## src/rtl/piso_tx_if.sv

```systemverilog
// piso_tx_if: word-in / bit-out bundle for piso_tx.
//   din, din_valid   upstream -> transmitter, parallel word + valid
//   din_ready        transmitter -> upstream, word can be taken this cycle
//   dout, dout_valid serial bit (MSB first) + qualifier
//   dout_first, done bit is the MSB / LSB of its word
// master: the side that supplies words and watches the serial stream.
// slave:  the transmitter itself.
interface piso_tx_if #(
    parameter int WIDTH = 4
);
    logic [WIDTH-1:0] din;
    logic             din_valid;
    logic             din_ready;
    logic             dout;
    logic             dout_valid;
    logic             dout_first;
    logic             done;

    modport master (
        output din, din_valid,
        input  din_ready, dout, dout_valid, dout_first, done
    );

    modport slave (
        input  din, din_valid,
        output din_ready, dout, dout_valid, dout_first, done
    );
endinterface

```

## src/rtl/piso_tx.sv

```systemverilog
// piso_tx: parallel-in / serial-out transmitter, MSB first.
// A one-word holding register lets the next word be taken while the current
// one is still shifting, so held-valid upstream gets gapless output.
//   clk    rising-edge clock
//   reset  synchronous, active-low
//   bus    piso_tx_if.slave (din/din_valid/din_ready in, serial stream out)
module piso_tx #(
    parameter int WIDTH = 4
) (
    input  logic       clk,
    input  logic       reset,
    piso_tx_if.slave   bus
);
    localparam int             CW   = $clog2(WIDTH);
    localparam logic [CW-1:0]  LAST = CW'(WIDTH - 1);

    typedef enum logic {IDLE, SHIFT} state_t;

    state_t           state;
    logic [WIDTH-1:0] sreg;
    logic [WIDTH-1:0] hold;
    logic [CW-1:0]    cnt;
    logic             hold_full;
    logic             xfer;

    // Ready depends only on reset and the hold flag, never on din_valid.
    assign bus.din_ready = reset && !hold_full;
    assign xfer          = bus.din_valid && bus.din_ready;

    always_ff @(posedge clk) begin
        if (!reset) begin
            state     <= IDLE;
            sreg      <= '0;
            hold      <= '0;
            cnt       <= '0;
            hold_full <= 1'b0;
        end else begin
            case (state)
                IDLE: begin
                    if (xfer) begin
                        sreg  <= bus.din;
                        cnt   <= '0;
                        state <= SHIFT;
                    end
                end
                SHIFT: begin
                    if (cnt != LAST) begin
                        sreg <= {sreg[WIDTH-2:0], 1'b0};
                        cnt  <= cnt + 1'b1;
                        if (xfer) begin
                            hold      <= bus.din;
                            hold_full <= 1'b1;
                        end
                    end else begin
                        // LSB cycle: the held word has priority; ready is low
                        // while hold_full, so a direct accept cannot collide.
                        cnt <= '0;
                        if (hold_full) begin
                            sreg      <= hold;
                            hold_full <= 1'b0;
                        end else if (xfer) begin
                            sreg <= bus.din;
                        end else begin
                            sreg  <= '0;
                            state <= IDLE;
                        end
                    end
                end
                default: state <= IDLE;
            endcase
        end
    end

    assign bus.dout_valid = (state == SHIFT);
    assign bus.dout       = bus.dout_valid & sreg[WIDTH-1];
    assign bus.dout_first = bus.dout_valid && (cnt == '0);
    assign bus.done       = bus.dout_valid && (cnt == LAST);
endmodule

```

## src/flat_wrapper.sv

```systemverilog
// flat-port wrapper written by rule: the top's interface ports become plain ports
module piso_tx_flat 
#(
    parameter int WIDTH = 4
)
  (clk, reset, bus_din, bus_din_valid, bus_din_ready, bus_dout, bus_dout_valid, bus_dout_first, bus_done);
  piso_tx_if #(.WIDTH(WIDTH)) bus_i ();
  input  logic clk;
  input  logic reset;
  input wire logic [$bits(bus_i.din)-1:0] bus_din;
  input wire logic [$bits(bus_i.din_valid)-1:0] bus_din_valid;
  output wire logic [$bits(bus_i.din_ready)-1:0] bus_din_ready;
  output wire logic [$bits(bus_i.dout)-1:0] bus_dout;
  output wire logic [$bits(bus_i.dout_valid)-1:0] bus_dout_valid;
  output wire logic [$bits(bus_i.dout_first)-1:0] bus_dout_first;
  output wire logic [$bits(bus_i.done)-1:0] bus_done;
  assign bus_i.din = bus_din;
  assign bus_i.din_valid = bus_din_valid;
  assign bus_din_ready = bus_i.din_ready;
  assign bus_dout = bus_i.dout;
  assign bus_dout_valid = bus_i.dout_valid;
  assign bus_dout_first = bus_i.dout_first;
  assign bus_done = bus_i.done;
  piso_tx #(.WIDTH(WIDTH)) u_core (.clk(clk), .reset(reset), .bus(bus_i));
endmodule
```

## config.mk

```make
export PLATFORM = sky130hd
export DESIGN_NAME = piso_tx_flat
export DESIGN_NICKNAME = d
export VERILOG_FILES = /design/src/rtl/piso_tx_if.sv /design/src/rtl/piso_tx.sv /design/src/flat_wrapper.sv
export SDC_FILE = /design/constraint.sdc
export NUM_CORES = 1
export LEC_CHECK = 0
export ABC_AREA = 0
export BUFFER_PORTS_ARGS = -buffer_cell sky130_fd_sc_hd__buf_4
export CELL_PAD_IN_SITES_DETAIL_PLACEMENT = 0
export CELL_PAD_IN_SITES_GLOBAL_PLACEMENT = 1
export CORE_UTILIZATION = 34
export DETAILED_ROUTE_END_ITERATION = 8
export PLACE_DENSITY = 0.72
export SYNTH_ARGS = -nofsm -noshare
export SYNTH_HDL_FRONTEND = slang
export SYNTH_SLANG_ARGS = --single-unit
```

## constraint.sdc

```tcl
create_clock -name clk -period 1.2 [get_ports clk]
set_input_delay 0.12 -clock clk [delete_from_list [all_inputs] [get_ports clk]]
set_output_delay 0.12 -clock clk [all_outputs]
set_load 0.02 [all_outputs]
```

=== After elaboration in Yosys (flattened, before gate mapping) ===
Index checks and enable logic that the tools add are counted.

* Register bits: 12
* Bits of input ports: 7
* Output and inout port bits: 5
* Logic and storage cells: 34

* Add/sub/neg operators: 1
* Eq/ne operators: 4
* Muxes and demuxes: 14
* Bitwise gates (word level): 2
* Reduce and logical (&&, ||, !) cells: 8

{| class="wikitable"
|+ Operator list
! cell !! count
|-
| two-way mux 4 bit || 4
|-
| case mux 4 bit (2 select lines) || 1
|-
| two-way mux 1 bit || 5
|-
| logical AND 1 bit || 4
|-
| two-way mux 2 bit || 2
|-
| inequality test 2 x 1 -> 1 bit (second input constant) || 2
|-
| case mux 2 bit (2 select lines) || 1
|-
| AND reduction 3 bit || 1
|-
| adder 2 x 1 -> 2 bit (second input constant) || 1
|-
| == test 2 bit (second input constant) || 1
|-
| logical NOT 2 bit || 1
|-
| inequality test 2 bit (second input constant) || 1
|-
| case mux 1 bit (2 select lines) || 1
|-
| AND reduction 2 bit || 1
|-
| AND 1 bit || 1
|-
| logical NOT 1 bit || 1
|-
| NOT 1 bit || 1
|}

=== Logic depth before layout (Yosys ltp) ===
Gate-level depths: netlist of the first run.

* Word-level depth: 7
* Depth in mapped cells: 5
* Depth with buffers taken out: 4

=== Least setup slack after synthesis of the first run ===
OpenSTA, ideal clock, no wires.

* Path type: register to output
* From: reg u_core.state (netlist: u_core.bus.dout_valid)
* To: out bus_dout_first
* Arrival: 1051 ps
* Required time: 1080 ps
* Setup slack: 29 ps
* Cell stages (with the launch flop): 3
* Path buffers: 1
* Path through: dfxtp_1 clkbuf_1 and2_1

* Word-level cells in the longest chain between the ends: 1

{| class="wikitable"
|+ RTL lines
! element !! RTL line !! text
|-
| start: declaration || piso_tx.sv:19 || <nowiki>state_t state;</nowiki>
|-
| start signal: assignment || piso_tx.sv:32 || <nowiki>state <= IDLE;</nowiki>
|-
| start signal: assignment || piso_tx.sv:43 || <nowiki>state <= SHIFT;</nowiki>
|-
| start signal: assignment || piso_tx.sv:65 || <nowiki>state <= IDLE;</nowiki>
|-
| logical AND 1 bit || piso_tx.sv:76 || <nowiki>assign bus.dout_first = bus.dout_valid && (cnt == '0);</nowiki>
|-
| end: declaration || flat_wrapper.sv:15 || <nowiki>output wire logic [$bits(bus_i.dout_first)-1:0] bus_dout_first;</nowiki>
|}

No other way between the ends.

=== Final worst setup path of the first run ===
* From: reg u_core.cnt[0]
* To: out bus_dout_first

* Word-level cells in the longest chain between the ends: 2

{| class="wikitable"
|+ RTL lines
! element !! RTL line !! text
|-
| start: declaration || piso_tx.sv:22 || <nowiki>logic [CW-1:0] cnt;</nowiki>
|-
| start signal: assignment || piso_tx.sv:49 || <nowiki>cnt <= cnt + 1'b1;</nowiki>
|-
| logical NOT 2 bit || piso_tx.sv:76 ||
|-
| logical AND 1 bit || piso_tx.sv:76 ||
|}

No other way between the ends.

==> key figures, run 1 <==
Critical path
  • Reg2reg path depth: 7
  • Req. time, crit path: 1080 ps
  • Worst Path Arrival: 1160 ps
  • R2R setup slack: -60 ps
  • Worst flop-to-flop path startpoint: u_core.cnt[0]
  • Worst Setup End Kind: output pin
  • R2R Path End: u_core.cnt[0]
  • CP Launch Type: register
  • WS Path Type: reg -> out
  • Peak fanout along the critical path: 2

CTS
  • Clk buf depth: 2
  • CTS root buffer: clkbuf_4
  • CTS buffer count: 3
  • Clk sinks: 12
  • H-tree lvl count: 1
  • CTS hold repair buffers: 0
  • Clock-pin slew on the worst setup and hold paths: 80 ps
  • CTS tree: yes
  • Clk_lat worst skew: 280 ps

Hold path
  • Hold Path Cell Cnt: 3
  • Hold Path End: u_core.sreg[0]
  • HP Start: bus_din[0]
  • Min-Delay Path Class: in -> reg

Drt
  • DRC violations left: 0
  • Via Count: 579
  • Drt initial violations: 6
  • First drt pass iteration count: 6
  • Detail Route Antenna Nets: 0
  • WL per Instance: 13.15 µm
  • DR vias/cell: 4.866
  • Final WL: 1.565 mm

STA
  • Fmax: 781.0 MHz
  • Final setup viols: 2
  • Fin. Hold Viols: 0
  • Final Cycle Share: 1.067
  • Max Slew Vio Count: 0
  • Unrepaired setup endpoints after global routing: yes
  • Fin Clk Skew: 5.262 ps
  • Worst setup margin: -80.37 ps
  • Slew HR: 0.8604
  • Worst-margin pin slew: 208.8 ps
  • Minimum clock period: 1280 ps

Finish
  • # diodes: 0
  • Most common cell after layout, fill and taps aside: buf_4
  • Commonest cells after routing, fill and taps aside: buf_4, dfxtp_1, nor2b_1, nand3_1
  • Fin cells: 119
  • Layout area overhead: 47.08%
  • Final net count: 104
  • Post-route cell area: 914.6 µm²
  • Layout cells sized above 1: 0.4468

Logic synthesis
  • Mux cell area share after synthesis: 0
  • Synth Register Bits: 12
  • Library cells used by synthesis: 24
  • Synth top area cells: dfxtp_1, nor2b_1, o21ai_0, a21bo_2, a22oi_1
  • Synth Area in XOR/XNOR: 0
  • Syn avg cell area: 8.758 µm²
  • Sequential fraction of the synthesis area: 0.3863
  • Post-synthesis adder-cell area fraction: 0.04024
  • Post-synth net total: 80
  • Syn Inst Count: 71
  • Top-area cell type share of the netlist area: 0.3863
  • Yosys warning total: 0
  • Synth Area in Simple Gates: 0.2334
  • Synth area leader: dfxtp_1
  • Largest family of logic cells by synthesized area: compound AO/OA/AOI/OAI gates
  • Mapped cell area: 621.8 µm²
  • Compound-Gate Fraction of Synth Area: 0.2857

Run
  • Max-Cap Viols: 0

Pwr
  • Pwr dens: 1077 nW/µm²
  • Peak VDD IR: 0.8856 mV
  • Leak: 0.3723 nW
  • Total power: 0.9851 mW

Global routing
  • GR Layer Usage met2: 0.2588
  • Global-route wire length before repair: 2.339 mm
  • GRT overflow: 0
  • Met1 usage: 0.2074
  • Gr usage total: 0.1640
  • Met3 Use GR: 0.06000
  • Grt peak-use layer: met2
  • Initial antenna violation count: 0
  • Number of global-route vias before repair: 535
  • Largest net degree at the start of global routing: 16

Place
  • PortBufs: 11
  • Detailed-placement wirelength estimate: 998.8 µm
  • Placed Area: 773.2 µm²
  • Inst Count DP: 111
  • Gp weighted congestion: 0.7136

Floorplan
  • Die Ht: 44.77 µm
  • Die width: 44.77 µm
  • Initial Util: 0.3601
  • Die area: 2004 µm²
  • Core ar.: 1727 µm²
  • I/O Pins: 12
  • # rows: 15

Run status
  • Failing checks: negative setup slack
  • Status: finished, violations left
==> worst max-delay path, cell delays in order (launching register included) <==
cell and delay [ps]:
dfxtp_4 370, buf_6 100, inv_4 30, ha_4 130, and2_4 130, buf_6 120
==> synth_stat cells <==
cell type,instances
a21boi_0,3
or3_1,1
nor3b_1,1
a21bo_2,3
nand2_1,4
nand3b_1,2
a21boi_1,2
inv_1,3
o21ai_0,7
a22oi_1,4
and3b_1,1
clkbuf_1,2
dfxtp_1,12
nand2b_1,2
a21oi_1,1
o21a_1,1
nor2b_1,6
and2_1,2
o2bb2ai_1,3
a31oi_1,1
buf_4,2
ha_1,2
nand3_1,5
nor3_1,1
==> how the worst max path moves through the flow <==
stage | start | end | slack [ps] | cells past startpoint
floorplan | u_core.bus.dout_valid | bus_dout_first | 30 | 2
global placement | u_core.cnt[0] | u_core.sreg[3] | 0.3 | 4
detailed placement | u_core.cnt[0] | u_core.sreg[3] | -50 | 4
CTS | u_core.cnt[0] | bus_dout_first | -70 | 5
global route | u_core.cnt[0] | bus_dout_first | -120 | 5
finish | u_core.cnt[0] | bus_dout_first | -80 | 5
==> layer usage <==
| metal | vias up | share of wire |
|---|---|---|
| met3 | 2 | 0.047 |
| met4 | 0 | 0.0083 |
| met1 | 268 | 0.47 |
| met2 | 10 | 0.47 |
| li1 | 299 | - |
| met5 | - | 0 |
==> kinds of logic after synthesis <==
kind of cell,Yosys count
flops,12
compound gates,25
fa+ha+maj,2
simple gates,25
buf+inv,7
==> timing repair <==
item / 4_1_cts / 5_1_grt
setup endpoints to repair: 11 / 13
endpoints found under the hold margin: 0 / 0
resized for setup: 13 / 13
pin swaps: 2 / 1
buffers inserted: 4 / 0
==> area by class of cell <==
class,instances,area (µm²)
Clock buffer,4,36.28
Fill cell,167,812.0
Inverter,3,13.76
Multi-Input combinational cell,52,396.6
Sequential cell,12,249.0
Tap cell,25,31.28
Timing Repair Buffer,23,187.7
==> stage by stage <==
| stage | setup slack [ps] | TNS, ps | hold slack (ps) | utilization |
|---|---|---|---|---|
| 2_1_floorplan | 28.66 | 0 | 266.6 | - |
| 3_5_place_dp | -48.11 | -208.8 | 411.4 | 0.4478 |
| 6_report | -80.37 | -145.4 | 114.9 | 0.5297 |
| 5_1_grt | -118.7 | -260.6 | 113.8 | 0.5297 |
| 4_1_cts | -67.36 | -124.2 | 113.0 | 0.5087 |
| 3_3_place_gp | 0.3326 | 0 | 412.0 | 0.4478 |
==> report_power, final <==
| part | leakage [nW] | switching, mW | internal [mW] |
|---|---|---|---|
| registers | 0.0998 | 0.0139 | 0.420 |
| clock network | 0.0210 | 0.149 | 0.185 |
| logic | 0.251 | 0.104 | 0.113 |
==> state kept, by name, summed over array words and instances (netlist names) <==
name and cells:
u_core.sreg 4, u_core.hold 4, u_core.cnt 2, u_core.bus.dout_valid 1
u_core.hold_full 1
No activity file was read; power rests on OpenSTA's default activity.
==> run 2: changes to the inputs <==
CORE_UTILIZATION = 38   (was 34)
PLACE_DENSITY = 0.76   (was 0.72)
clock period = 1.3 ns   (was 1.2 ns; I/O delays follow)
==> key figures, run 2 (same netlist as run 1, synthesis figures left out) <==
CTS
  • Clk sinks: 12 (unchanged)
  • Number of setup buffers added after CTS: 0 (was 4)
  • Clock-pin slew on the worst setup and hold paths: 80 ps (about the same)
  • Clk buf depth: 2 (unchanged)
  • H-tree lvl count: 1 (unchanged)
  • Clk_lat worst skew: 280 ps (about the same)
  • CTS tree: yes (unchanged)
  • CTS root buffer: clkbuf_4 (unchanged)
  • CTS buffer count: 3 (unchanged)

Finish
  • Layout area overhead: 29.98% (was 47.08%)
  • Final net count: 97 (was 104)
  • Top flop regs: u_core.hold x4, u_core.sreg x4, u_core.cnt x2 (unchanged)
  • Commonest cells after routing, fill and taps aside: buf_4, dfxtp_1, o21ai_0, nor2b_1, nand3_1 (was buf_4, dfxtp_1, nor2b_1, nand3_1)
  • Post-route cell area: 808.3 µm² (was 914.6 µm²)
  • # diodes: 0 (unchanged)
  • Layout cells sized above 1: 0.3563 (was 0.4468)
  • Most common cell after layout, fill and taps aside: buf_4 (unchanged)

Global routing
  • Largest net degree at the start of global routing: 16 (unchanged)
  • Number of global-route vias before repair: 481 (was 535)
  • Initial antenna violation count: 0 (unchanged)
  • Gr usage total: 0.1784 (was 0.1640)
  • GRT overflow: 0 (unchanged)
  • Global-route wire length before repair: 2.242 mm (was 2.339 mm)

Drt
  • DR vias/cell: 5.126 (was 4.866)
  • DRC violations left: 0 (unchanged)
  • WL per Instance: 12.95 µm (was 13.15 µm)
  • Drt initial violations: 3 (was 6)
  • Detail Route Antenna Nets: 0 (unchanged)
  • Final WL: 1.334 mm (was 1.565 mm)
  • First drt pass iteration count: 3 (was 6)
  • Via Count: 528 (was 579)

Critical path
  • Slowest cell on crit path: dfxtp_4 (unchanged)
  • Peak fanout along the critical path: 3 (was 2)
  • Total stage count of the critical path: 4 (was 5)
  • Req. time, crit path: 1170 ps (was 1080 ps)
  • Reg2reg path depth: 4 (was 7)
  • WS Path Type: reg -> out (unchanged)
  • Largest delay share family, worst path: flip-flops (unchanged)
  • Ordered cell list for the critical path: inv_4 > ha_2 > and2_4 > buf_6 (was buf_6 > inv_4 > ha_4 > and2_4 > buf_6)
  • R2R Path End: u_core.hold[3] (was u_core.cnt[0])
  • Worst flop-to-flop path startpoint: u_core.cnt[0] (unchanged)
  • CP Launch Type: register (unchanged)
  • CP endpoint: bus_dout_first (unchanged)
  • Worst Setup SP: u_core.cnt[0] (unchanged)
  • Worst Path Arrival: 1130 ps (was 1160 ps)
  • R2R setup slack: 110 ps (was -60 ps)
  • Worst Setup End Kind: output pin (unchanged)
  • Buf/Inv on CP: 2 (was 3)
  • Slowest Stage Delay on Critical Path: 380 ps (was 370 ps)

Run status
  • Status: complete, no violations (was finished, violations left)

Run
  • Max-Cap Viols: 0 (unchanged)

Floorplan
  • I/O Pins: 12 (unchanged)
  • # rows: 14 (was 15)
  • Core ar.: 1524 µm² (was 1727 µm²)
  • Die Ht: 42.45 µm (was 44.77 µm)
  • Die width: 42.45 µm (was 44.77 µm)
  • Initial Util: 0.4080 (was 0.3601)
  • Die area: 1802 µm² (was 2004 µm²)

Place
  • Gp weighted congestion: 0.7166 (was 0.7136)
  • Detailed-placement wirelength estimate: 968.9 µm (was 998.8 µm)
  • Placed Area: 739.5 µm² (was 773.2 µm²)
  • Post-place setup slack: 56.59 ps (was -48.11 ps)
  • PortBufs: 11 (unchanged)

STA
  • Final Cycle Share: 0.9667
  • Fmax: 795.8 MHz
  • Slew HR: 0.7415 (was 0.8604)
  • Fin. Hold Viols: 0 (unchanged)
  • Minimum clock period: 1257 ps
  • Unrepaired setup endpoints after global routing: yes (unchanged)
  • Max Slew Vio Count: 0 (unchanged)
  • Final setup viols: 0 (was 2)
  • Worst-margin pin slew: 386.9 ps (was 208.8 ps)
  • Worst setup margin: 43.33 ps (was -80.37 ps)
  • Fin Clk Skew: 0.9281 ps (was 5.262 ps)

Pwr
  • Peak VDD IR: 0.6027 mV (was 0.8856 mV)
  • Total power: 0.8652 mW (was 0.9851 mW)
  • Leak: 0.3211 nW (was 0.3723 nW)
  • Pwr dens: 1070 nW/µm² (was 1077 nW/µm²)

Hold path
  • HP Start: bus_din[0] (unchanged)
  • Hold Path Cell Cnt: 3 (unchanged)
  • Min-Delay Path Class: in -> reg (unchanged)
[run 2: cell types whose count changed in the layout (fill, tap and decap cells not counted), sizes merged]
cell  before  now
buf       23   16
[run 2: how the worst min path moves through the flow]
| stage | to |
|---|---|
| final | u_core.hold[0] |
| after global routing | u_core.hold[0] |
| after CTS | u_core.hold[0] |
| after detailed placement | u_core.hold[0] |
| after global placement | u_core.hold[0] |
| after floorplan | u_core.hold[0] |
[run 2: area by class of cell]
class,instances,area [µm²]
Clock buffer,4,36.28
Timing Repair Buffer,16,123.9
Fill cell,157,715.7
Tap cell,16,20.02
Sequential cell,12,246.5
Inverter,3,13.76
Multi-Input combinational cell,52,367.9
[run 2: repair_timing]
action / in CTS / in global routing
hold buffers: 0 / 0
pin swaps: 0 / 0
endpoints found under the setup margin: 2 / 10
gates resized for setup: 2 / 10
[run 2: report_power, final]
group          internal, mW  switching (mW)  total, mW  leakage [nW]
Sequential            0.389          0.0150      0.404        0.0995
Clock                 0.170           0.136      0.306        0.0210
Combinational        0.0766          0.0784      0.155         0.201
[run 2: per-layer routing]
metal / up-vias / wire (µm) / track usage
met1: 229 / 695 / 0.2406
met4: 0 / 42 / 0.1313
met2: 9 / 554 / 0.2277
met5: - / 0 / 0
met3: 5 / 41 / 0.06466
li1: 285 / - / -
[run 2: worst min-delay path, stage by stage]
cell,delay (ps)
buf_4,110
nand3_1,60
a21boi_1,50
[run 2: per-stage QoR]
stage	TNS [ps]	hold slack [ps]	utilization	cells
CTS	0	115.7	0.5115	103
floorplan	0	276.6	-	71
finish	0	121.0	0.5304	103
global placement	0	419.0	0.4852	99
detailed placement	0	418.7	0.4852	99
global route	-16.92	97.83	0.5304	103
==> run 3: changes to the inputs <==
GPL_TIMING_DRIVEN = 0   (was default)
==> key figures, run 3 (same netlist as run 1, synthesis figures left out) <==
Critical path
  • Worst flop-to-flop path startpoint: u_core.hold_full (was u_core.cnt[0])
  • Buf/Inv on CP: 2 (unchanged)
  • CP Launch Type: register (unchanged)
  • Worst Setup End Kind: output pin (unchanged)
  • Slowest Stage Delay on Critical Path: 360 ps (was 380 ps)
  • Ordered cell list for the critical path: ha_2 > nand2_1 > inv_1 > buf_4 (was inv_4 > ha_2 > and2_4 > buf_6)
  • Worst Path Arrival: 1130 ps (about the same)
  • Slowest cell on crit path: dfxtp_2 (was dfxtp_4)
  • Worst Setup SP: u_core.cnt[0] (unchanged)
  • Largest delay share family, worst path: flip-flops (unchanged)
  • Peak fanout along the critical path: 7 (was 3)
  • Req. time, crit path: 1170 ps (about the same)
  • WS Path Type: reg -> out (unchanged)

Pwr
  • Leak: 0.3051 nW (was 0.3211 nW)
  • Peak VDD IR: 0.6089 mV (was 0.6027 mV)
  • Pwr dens: 992.0 nW/µm² (was 1070 nW/µm²)

STA
  • Fin Clk Skew: 7.607 ps (was 0.9281 ps)
  • Final setup viols: 0 (unchanged)
  • Fin. Hold Viols: 0 (unchanged)
  • Minimum clock period: 1263 ps (was 1257 ps)
  • Worst-margin pin slew: 373.4 ps (was 386.9 ps)
  • Unrepaired setup endpoints after global routing: yes (unchanged)
  • Final Cycle Share: 0.9715 (was 0.9667)
  • Max Slew Vio Count: 0 (unchanged)
  • Slew HR: 0.7505 (was 0.7415)
  • Final setup TNS: 0 ps (unchanged)
  • Fmax: 791.8 MHz (was 795.8 MHz)
  • Worst hold slack: 126.7 ps (was 121.0 ps)

Run status
  • Status: complete, no violations (unchanged)

CTS
  • Clk buf depth: 2 (unchanged)
  • H-tree lvl count: 1 (unchanged)
  • Clk sinks: 12 (unchanged)
  • CTS root buffer: clkbuf_4 (unchanged)
  • CTS buffer count: 3 (unchanged)
  • CTS tree: yes (unchanged)
  • Clk_lat worst skew: 270 ps (was 280 ps)
  • Clock-pin slew on the worst setup and hold paths: 70 ps (was 80 ps)

Finish
  • Layout cells sized above 1: 0.3529 (was 0.3563)
  • Post-route cell area: 788.3 µm² (was 808.3 µm²)
  • Layout area overhead: 26.76% (was 29.98%)
  • # diodes: 0 (unchanged)
  • Final net count: 96 (was 97)
  • Fin cells: 101 (was 103)
  • Most common cell after layout, fill and taps aside: buf_4 (unchanged)
  • Commonest cells after routing, fill and taps aside: buf_4, dfxtp_1, o21ai_0, nor2b_1, nand3_1 (unchanged)
  • Top flop regs: u_core.hold x4, u_core.sreg x4, u_core.cnt x2 (unchanged)
  • Area of the multi-input gates: 372.9 µm² (was 367.9 µm²)
  • Seq. cell area: 245.2 µm² (was 246.5 µm²)
  • Filler cell count: 161 (was 157)
  • Core Util, Final: 0.5172 (was 0.5304)

Floorplan
  • Die Ht: 42.45 µm (unchanged)
  • Die area: 1802 µm² (unchanged)
  • Core ar.: 1524 µm² (unchanged)
  • Initial Util: 0.4080 (unchanged)
  • # rows: 14 (unchanged)
  • I/O Pins: 12 (unchanged)
  • Die width: 42.45 µm (unchanged)

Drt
  • DR vias/cell: 5.535 (was 5.126)
  • Final WL: 1.322 mm (was 1.334 mm)
  • Via Count: 559 (was 528)
  • Drt initial violations: 10 (was 3)
  • DRC violations left: 0 (unchanged)
  • Detail Route Antenna Nets: 0 (unchanged)
  • WL per Instance: 13.09 µm (was 12.95 µm)
  • First drt pass iteration count: 3 (unchanged)

Global routing
  • Number of global-route vias before repair: 528 (was 481)
  • Gr usage total: 0.1689 (was 0.1784)
  • Largest net degree at the start of global routing: 11 (was 16)
  • Initial antenna violation count: 0 (unchanged)
  • GRT overflow: 0 (unchanged)
  • Global-route wire length before repair: 2.277 mm (was 2.242 mm)

Hold path
  • HP Start: bus_din[0] (unchanged)
  • Min-Delay Path Class: in -> reg (unchanged)

Place
  • Gp weighted congestion: 0.7452 (was 0.7166)
  • Placed Area: 724.4 µm² (was 739.5 µm²)
  • Detailed-placement wirelength estimate: 942.7 µm (was 968.9 µm)
  • PortBufs: 11 (unchanged)
  • Inst Count DP: 98 (was 99)

Run
  • Max-Cap Viols: 0 (unchanged)
[run 3: cell count changes in the layout (fill, tap and decap cells not counted), sizes merged]
cell / before / now
buf: 16 / 14
[run 3: per-layer routing]
metal / global-route usage / vias up / part of all wire
met3: 0.08190 / 4 / 0.045
met2: 0.2492 / 9 / 0.43
met5: 0 / - / 0
met4: 0.05625 / 0 / 0.017
li1: - / 281 / -
met1: 0.2143 / 265 / 0.51
[run 3: metrics by stage]
| step | total power, mW | setup slack, ps |
|---|---|---|
| global route | 0.8319 | -43.37 |
| floorplan | 0.4962 | 118.7 |
| CTS | 0.7803 | 4.359 |
| global placement | 0.5485 | 39.48 |
| finish | 0.7820 | 37.09 |
| detailed placement | 0.5501 | 24.18 |
[run 3: tightest hold or removal path, stage by stage]
cell     delay, ps
buf_4          110
nand2_1         50
a31oi_1         70
[run 3: report_power, final]
part	internal (mW)	switching, mW	total [mW]
Combinational	0.0760	0.0793	0.155
Clock	0.107	0.116	0.223
Sequential	0.389	0.0145	0.403
[run 3: worst paths after layout]
kind / to / slack, ps / cells after the start
worst min-delay path: u_core.sreg[0] / 130 / 3
worst max-delay path: bus_done / 40 / 4
worst max register to register: u_core.sreg[1] / 70 / 5
worst min register to register: u_core.sreg[2] / 460 / 1
[run 3: cell type report]
class | count | area share
Multi-Input combinational cell | 52 | 0.4730
Sequential cell | 12 | 0.3111
Buffer | 4 | 0.03810
Timing Repair Buffer | 11 | 0.1095
Inverter | 3 | 0.01429
Tap cell | 16 | 0.02540
Clock buffer | 3 | 0.02857
[run 3: timing repair]
item	4_1_cts	5_1_grt
pin swaps	0	0
setup endpoints to repair	3	9
hold buffers	0	0
setup buffers	0	0
endpoints found under the hold margin	0	0
gates resized for setup	5	11
